$ cat src/rtl/mycpu_pkg.sv
// Shared types for the mycpu control unit: FU function codes, instruction
// classes, branch conditions, controller states and the decoded control word.
package mycpu_pkg;

  typedef enum logic [3:0] {
    MOVA  = 4'd0,
    FINC  = 4'd1,
    FADD  = 4'd2,
    FSUB  = 4'd3,
    FDEC  = 4'd4,
    FAND  = 4'd5,
    FOR   = 4'd6,
    FXOR  = 4'd7,
    FNOT  = 4'd8,
    FMOVB = 4'd9,
    FSHR  = 4'd10,
    FSHL  = 4'd11,
    FCLR  = 4'd12,
    FMUL  = 4'd13
  } fs_t;

  typedef enum logic [2:0] {
    ClsAluReg  = 3'd0,
    ClsAluImm  = 3'd1,
    ClsLd      = 3'd2,
    ClsSt      = 3'd3,
    ClsBr      = 3'd4,
    ClsJmp     = 3'd5,
    ClsIllegal = 3'd6,
    ClsHalt    = 3'd7
  } class_t;

  typedef enum logic [3:0] {
    CondAlways = 4'd0,
    CondZ      = 4'd1,
    CondN      = 4'd2,
    CondNz     = 4'd3,
    CondNn     = 4'd4
  } cond_t;

  typedef enum logic [2:0] {
    StFetch,
    StDecode,
    StExec,
    StMem,
    StHalt
  } ctrl_state_t;

  // Controls asserted during EXEC, plus register addresses and immediate.
  typedef struct packed {
    fs_t         fs;
    logic        rf_we;
    logic        mb_sel;
    logic        dmem_we;
    logic        flags_we;
    logic        is_ld;
    logic [2:0]  da;
    logic [2:0]  aa;
    logic [2:0]  ba;
    logic [15:0] konst;
  } ctrl_word_t;

  // Branch condition evaluation against the latched flags.
  function automatic logic cond_met(input logic [3:0] cond, input logic zf, input logic nf);
    case (cond)
      CondAlways: cond_met = 1'b1;
      CondZ:      cond_met = zf;
      CondN:      cond_met = nf;
      CondNz:     cond_met = ~zf;
      CondNn:     cond_met = ~nf;
      default:    cond_met = 1'b0;
    endcase
  endfunction

endpackage

$ cat src/rtl/mycpu_decode.sv
// Combinational instruction decoder: maps an instruction word to its class,
// the EXEC-phase control word and the illegal/halt indications.
module mycpu_decode
  import mycpu_pkg::*;
(
  input  logic [15:0] ir_i,
  output class_t      cls_o,
  output ctrl_word_t  ctrl_o,
  output logic        illegal_o,
  output logic        halt_o
);

  logic [3:0] fn;
  assign fn = ir_i[12:9];

  // Class decode and per-class control generation.
  always_comb begin
    cls_o     = class_t'(ir_i[15:13]);
    ctrl_o    = '{fs: MOVA, default: '0};
    ctrl_o.da = ir_i[8:6];
    ctrl_o.aa = ir_i[5:3];
    ctrl_o.ba = ir_i[2:0];
    ctrl_o.konst = {13'b0, ir_i[2:0]};
    illegal_o = 1'b0;
    halt_o    = 1'b0;
    case (cls_o)
      ClsAluReg, ClsAluImm: begin
        // fn codes above FMUL have no FU function behind them
        if (fn > FMUL) begin
          illegal_o = 1'b1;
        end else begin
          ctrl_o.fs       = fs_t'(fn);
          ctrl_o.rf_we    = 1'b1;
          ctrl_o.mb_sel   = (cls_o == ClsAluImm);
          ctrl_o.flags_we = 1'b1;
        end
      end
      ClsLd:      ctrl_o.is_ld = 1'b1;
      ClsSt:      ctrl_o.dmem_we = 1'b1;
      ClsBr:      illegal_o = (fn > CondNn);
      ClsJmp:     ;
      ClsIllegal: illegal_o = 1'b1;
      ClsHalt:    halt_o = 1'b1;
    endcase
  end

endmodule

$ cat src/rtl/mycpu_ctrl.sv
// Multicycle control unit: FETCH/DECODE/EXEC(/MEM) sequencing, PC, IR and
// the ALU flag register, driving FU and datapath controls.
module mycpu_ctrl
  import mycpu_pkg::*;
#(
  parameter logic [7:0] RESET_PC = 8'h00
) (
  input  logic        clk,
  input  logic        rst_n,
  input  logic        run_in,
  output logic [7:0]  imem_addr,
  input  logic [15:0] imem_rdata,
  output logic [3:0]  fs_out,
  output logic [2:0]  da_out,
  output logic [2:0]  aa_out,
  output logic [2:0]  ba_out,
  output logic        rf_we,
  output logic        mb_sel,
  output logic        md_sel,
  output logic [15:0] const_out,
  output logic        dmem_we,
  input  logic        z_in,
  input  logic        n_in,
  output logic        halted,
  output logic        illegal
);

  ctrl_state_t state_q, state_d;
  logic [7:0]  pc_q, pc_d;
  logic [15:0] ir_q, ir_d;
  logic        zf_q, zf_d;
  logic        nf_q, nf_d;
  logic        illegal_q, illegal_d;

  logic [15:0] dec_ir;
  class_t      dec_cls;
  ctrl_word_t  dec_ctrl;
  logic        dec_illegal;
  logic        dec_halt;
  logic [7:0]  pc_inc;
  logic        br_taken;

  // In DECODE the word is still on the memory bus; later states use IR.
  assign dec_ir = (state_q == StDecode) ? imem_rdata : ir_q;

  mycpu_decode u_decode (
    .ir_i      (dec_ir),
    .cls_o     (dec_cls),
    .ctrl_o    (dec_ctrl),
    .illegal_o (dec_illegal),
    .halt_o    (dec_halt)
  );

  assign imem_addr = pc_q;
  assign da_out    = dec_ctrl.da;
  assign aa_out    = dec_ctrl.aa;
  assign ba_out    = dec_ctrl.ba;
  assign const_out = dec_ctrl.konst;
  assign pc_inc    = pc_q + 8'd1;
  assign br_taken  = cond_met(ir_q[12:9], zf_q, nf_q);

  // Next-state, PC/flag update and output decode.
  always_comb begin
    state_d   = state_q;
    pc_d      = pc_q;
    ir_d      = ir_q;
    zf_d      = zf_q;
    nf_d      = nf_q;
    illegal_d = illegal_q;
    fs_out    = MOVA;
    rf_we     = 1'b0;
    mb_sel    = 1'b0;
    md_sel    = 1'b0;
    dmem_we   = 1'b0;
    halted    = 1'b0;
    illegal   = 1'b0;
    case (state_q)
      StFetch: begin
        if (run_in) state_d = StDecode;
      end
      StDecode: begin
        ir_d = imem_rdata;
        if (dec_halt || dec_illegal) begin
          state_d   = StHalt;
          illegal_d = dec_illegal;
        end else begin
          state_d = StExec;
        end
      end
      StExec: begin
        fs_out  = dec_ctrl.fs;
        rf_we   = dec_ctrl.rf_we;
        mb_sel  = dec_ctrl.mb_sel;
        dmem_we = dec_ctrl.dmem_we;
        if (dec_ctrl.flags_we) begin
          zf_d = z_in;
          nf_d = n_in;
        end
        // Offset bit 8 drops out: PC arithmetic is modulo 256.
        case (dec_cls)
          ClsBr:   pc_d = br_taken ? pc_inc + ir_q[7:0] : pc_inc;
          ClsJmp:  pc_d = ir_q[7:0];
          default: pc_d = pc_inc;
        endcase
        state_d = dec_ctrl.is_ld ? StMem : StFetch;
      end
      StMem: begin
        rf_we   = 1'b1;
        md_sel  = 1'b1;
        state_d = StFetch;
      end
      StHalt: begin
        halted  = 1'b1;
        illegal = illegal_q;
      end
      default: state_d = StFetch;
    endcase
  end

  // State, PC, IR and flag registers.
  always_ff @(posedge clk or negedge rst_n) begin
    if (!rst_n) begin
      state_q   <= StFetch;
      pc_q      <= RESET_PC;
      ir_q      <= '0;
      zf_q      <= 1'b0;
      nf_q      <= 1'b0;
      illegal_q <= 1'b0;
    end else begin
      state_q   <= state_d;
      pc_q      <= pc_d;
      ir_q      <= ir_d;
      zf_q      <= zf_d;
      nf_q      <= nf_d;
      illegal_q <= illegal_d;
    end
  end

endmodule

$ cat config.mk
export PLATFORM = sky130hd
export DESIGN_NAME = mycpu_ctrl
export DESIGN_NICKNAME = d
export VERILOG_FILES = /design/src/rtl/mycpu_pkg.sv /design/src/rtl/mycpu_decode.sv /design/src/rtl/mycpu_ctrl.sv
export SDC_FILE = /design/constraint.sdc
export NUM_CORES = 1
export LEC_CHECK = 0
export CAP_MARGIN = 10
export CELL_PAD_IN_SITES_DETAIL_PLACEMENT = 0
export CELL_PAD_IN_SITES_GLOBAL_PLACEMENT = 1
export CORE_ASPECT_RATIO = 0.7
export CORE_MARGIN = 2
export CORE_UTILIZATION = 32
export DETAILED_ROUTE_END_ITERATION = 8
export PLACE_DENSITY_LB_ADDON = 0.1
export SLEW_MARGIN = 20
export SYNTH_ARGS = -nofsm -noshare
export SYNTH_HDL_FRONTEND = slang
export SYNTH_SLANG_ARGS = --single-unit
$ cat constraint.sdc
create_clock -name clk -period 2.5 [get_ports clk]
set_input_delay 0.5 -clock clk [delete_from_list [all_inputs] [get_ports clk]]
set_output_delay 0.5 -clock clk [all_outputs]
set_load 0.005 [all_outputs]
==> flow_metrics.tcl <==
set metrics [dict create \
    post-route-drc-count 0 \
    clock_path_buffers 2 \
    placed_area_um2 3020 \
    drv_cap 0 \
    yosys-top-cells-area "dfrtp_1 33%, buf_4 8.6%, mux2_2 6.0%" \
    fin_crit_ns 2.77 \
    crit_path_start "state_q[2]" \
    gp_congestion 0.842 \
    syn_inst 245 \
    hp-class "flip-flop to flip-flop" \
    numCtsBuffers 5 \
    worst_pin_slew_ns 0.619 \
    min_path_cells 1 \
    worst_ep_required_time_ns 2.00 \
    ys_seq_area_share_pct 33.1 \
    rsz0062_at_grt "yes" \
    grtUsageTotal_pct 16.7 \
    clock_power_share_pct 41.5 \
    final_util_pct 49.0 \
    critPathLaunchType "flip-flop" \
    antenna_found_initial 0 \
    p_leak_nw 1.59 \
    hold_viol 0 \
    synthArstFlopShare_pct 100 \
    crit_fanout 4 \
    synth_area_per_cell_um2 9.24 \
    r2r_end "zf_q" \
    hold_ws_ns 0.499 \
    fin_ws_ns -0.265 \
    min_to "ir_q[8]" \
    critical_path_arrival_ns 2.27 \
    first_pass_iters 4 \
    max_freq_mhz 362 \
    crit_slowest_cell "a2111o_1" \
    cts.sinks 30 \
    wl_um 6360 \
    start_util_pct 33.4 \
    routed_via_density 4.89 \
    grt_util_met3_pct 4.29 \
    synth-seq-cells 30 \
    wl_per_cell_um 14.8 \
    p_int_mw 0.768 \
    synth_top_cell_area_share_pct 33.1 \
    max-slew-margin-rel_pct 58.5 \
    grt_pass1_vias 1987 \
    cts_tree "done" \
    rr_worst_depth 8 \
    die_h_um 74.4 \
    grt_util_met1_pct 24.6 \
    worst_skew_pair.late_latency_ns 0.29 \
    ant_nets 0 \
    vias 2108 \
    p_comb_share_pct 10.1 \
    critical_path.max_stage_delay_ns 0.47 \
    mostFrequentLayoutCell "buf_4" \
    grt.overflow.total 0 \
    hp-start "ir_q[8]" \
    area_growth_pct 46.7 \
    fp.dieW_um 105 \
    htree_levels 2 \
    postLayoutCellArea_um2 3320 \
    p_per_area_nw_per_um2 307 \
    ctsRootBufferMaster "clkbuf_8" \
    dp_hpwl_um 4780 \
    setup_viol 6 \
    slew_violations 0 \
    worst_setup_path_end_kind "output pin" \
    status "finished, violations left" \
    cts_hold_buffers 0 \
    finalNetCount 368 \
    ios 64 \
    violations "negative setup slack" \
    final_cell_mix "44 x buf_4, 31 x clkdlybuf4s50_1, 27 x dfrtp_1" \
    post-route-period-util_pct 111 \
    worst-path-buf-inv 3 \
    power_switching_mw 0.251 \
    sequentialPowerShare_pct 48.4 \
    grt_max_degree 31 \
    ys_types 52 \
    coreArea_um2 6790 \
    synth_edf_count 0 \
    reg2reg_from "state_q[2]" \
    rows 25 \
    cp_top_family "compound AO/OA/AOI/OAI gates" \
    regToRegSetupSlack_ns 0.08 \
    synth_ff_type "dfrtp_1" \
    peakVddDrop_mv 0.179 \
    clk_pin_slew_ns 0.07 \
    drive_gt1_share_pct 31.2 \
    path_cells "nor3b_4 > buf_6 > mux2_4 > a2111o_1 > buf_6 > nor2b_1 > buf_2" \
    busiest_layer "met1" \
    syn_area_um2 2260 \
    worst_path_most_repeated_cell "buf_6" \
    portBuffers 50 \
    finalPower_mw 1.02 \
    grt_pass1_wl_um 10000 \
    setup.worst_path.class "flip-flop to output pin" \
    yosys_warnings 0 \
    diodes 0 \
    synth_top_area_cell "dfrtp_1" \
    drt_iter0_drc 56 \
    fin_skew_ns 0.00956 \
    grtUsageMet2_pct 24.4 \
    die_area_um2 7780 \
    swShare_pct 24.6 \
]
[registers in the layout, indices dropped and copies added, names as in the netlist]
register and flops:
nf_q 1, illegal_q 1, imem_addr 8, zf_q 1
ir_q 16, state_q 3
[cell families after synthesis]
| family | synth area share (%) |
|---|---|
| AO/OA/AOI/OAI | 16.5 |
| XOR/XNOR | 3.09 |
| adder cells (fa/ha/maj) | 6.41 |
| buffers and inverters | 11.9 |
| flip-flops | 33.1 |
| multiplexers | 11.6 |
| other | 0.166 |
| AND/OR/NAND/NOR | 17.1 |
[cell type report]
cell class | count | area (um2)
flip-flops and latches | 30 | 754
repair buffers | 101 | 898
clock buffers | 6 | 82.6
multi-input cells | 183 | 1400
clock inverters | 2 | 12.5
fillers | 671 | 3460
well taps | 94 | 118
inverters | 15 | 56.3
[repair_timing]
item,in CTS,in global routing
setup buffers,8,6
endpoints found under the setup margin,18,20
pin swaps,4,13
gates resized for setup,38,34
[power groups by stage]
stage	clock [mW]	sequential (mW)	combinational (mW)
6_report	0.423	0.493	0.103
2_1_floorplan	0	0.501	0.0552
4_1_cts	0.441	0.493	0.102
3_5_place_dp	0	0.503	0.102
5_1_grt	0.459	0.494	0.115
3_3_place_gp	0	0.502	0.102
[synthesized netlist by cell type (2+ instances only)]
master     n
nand2b_1   3
a222oi_1   2
and3_1     3
mux2i_2    2
ha_1      10
a22oi_1    4
a21oi_1   10
nand3_1    5
nor3b_1    4
xor2_1     4
a221oi_1   5
buf_4     26
o211ai_1   8
nor2b_1    5
nor2_1    19
or4_1      2
nand2_1   17
o31ai_1    2
a211oi_1   2
or3_1      2
o21ai_0   12
inv_1     14
dfrtp_1   30
xnor2_1    4
clkbuf_1   2
mux2_1     2
and2_1     2
mux2i_1    4
o311ai_0   2
mux2_2    12
nand3b_1   5
[layer usage]
layer | routed length [um] | part of all wire [%]
met5 | 0 | 0
met1 | 3230 | 51
met3 | 467 | 7.3
met2 | 2610 | 41
met4 | 55 | 0.86
[stage by stage]
| step | setup TNS [ns] | std cells | worst slack [ns] |
|---|---|---|---|
| finish | -1.46 | 431 | -0.265 |
| global route | -2.24 | 431 | -0.379 |
| CTS | -2.44 | 426 | -0.318 |
| detailed placement | -2.18 | 410 | -0.378 |
| global placement | -2.21 | 410 | -0.371 |
| floorplan | 0 | 257 | 0.0973 |
[worst max path at each step]
stage	to	slack [ns]	cells after the start
after floorplan	imem_addr[7]	0.1	9
after global placement	fs_out[0]	-0.37	6
after detailed placement	fs_out[1]	-0.38	6
after CTS	fs_out[0]	-0.32	7
after global routing	fs_out[3]	-0.38	7
final	fs_out[0]	-0.27	7
(Power assumes the default switching activity.)
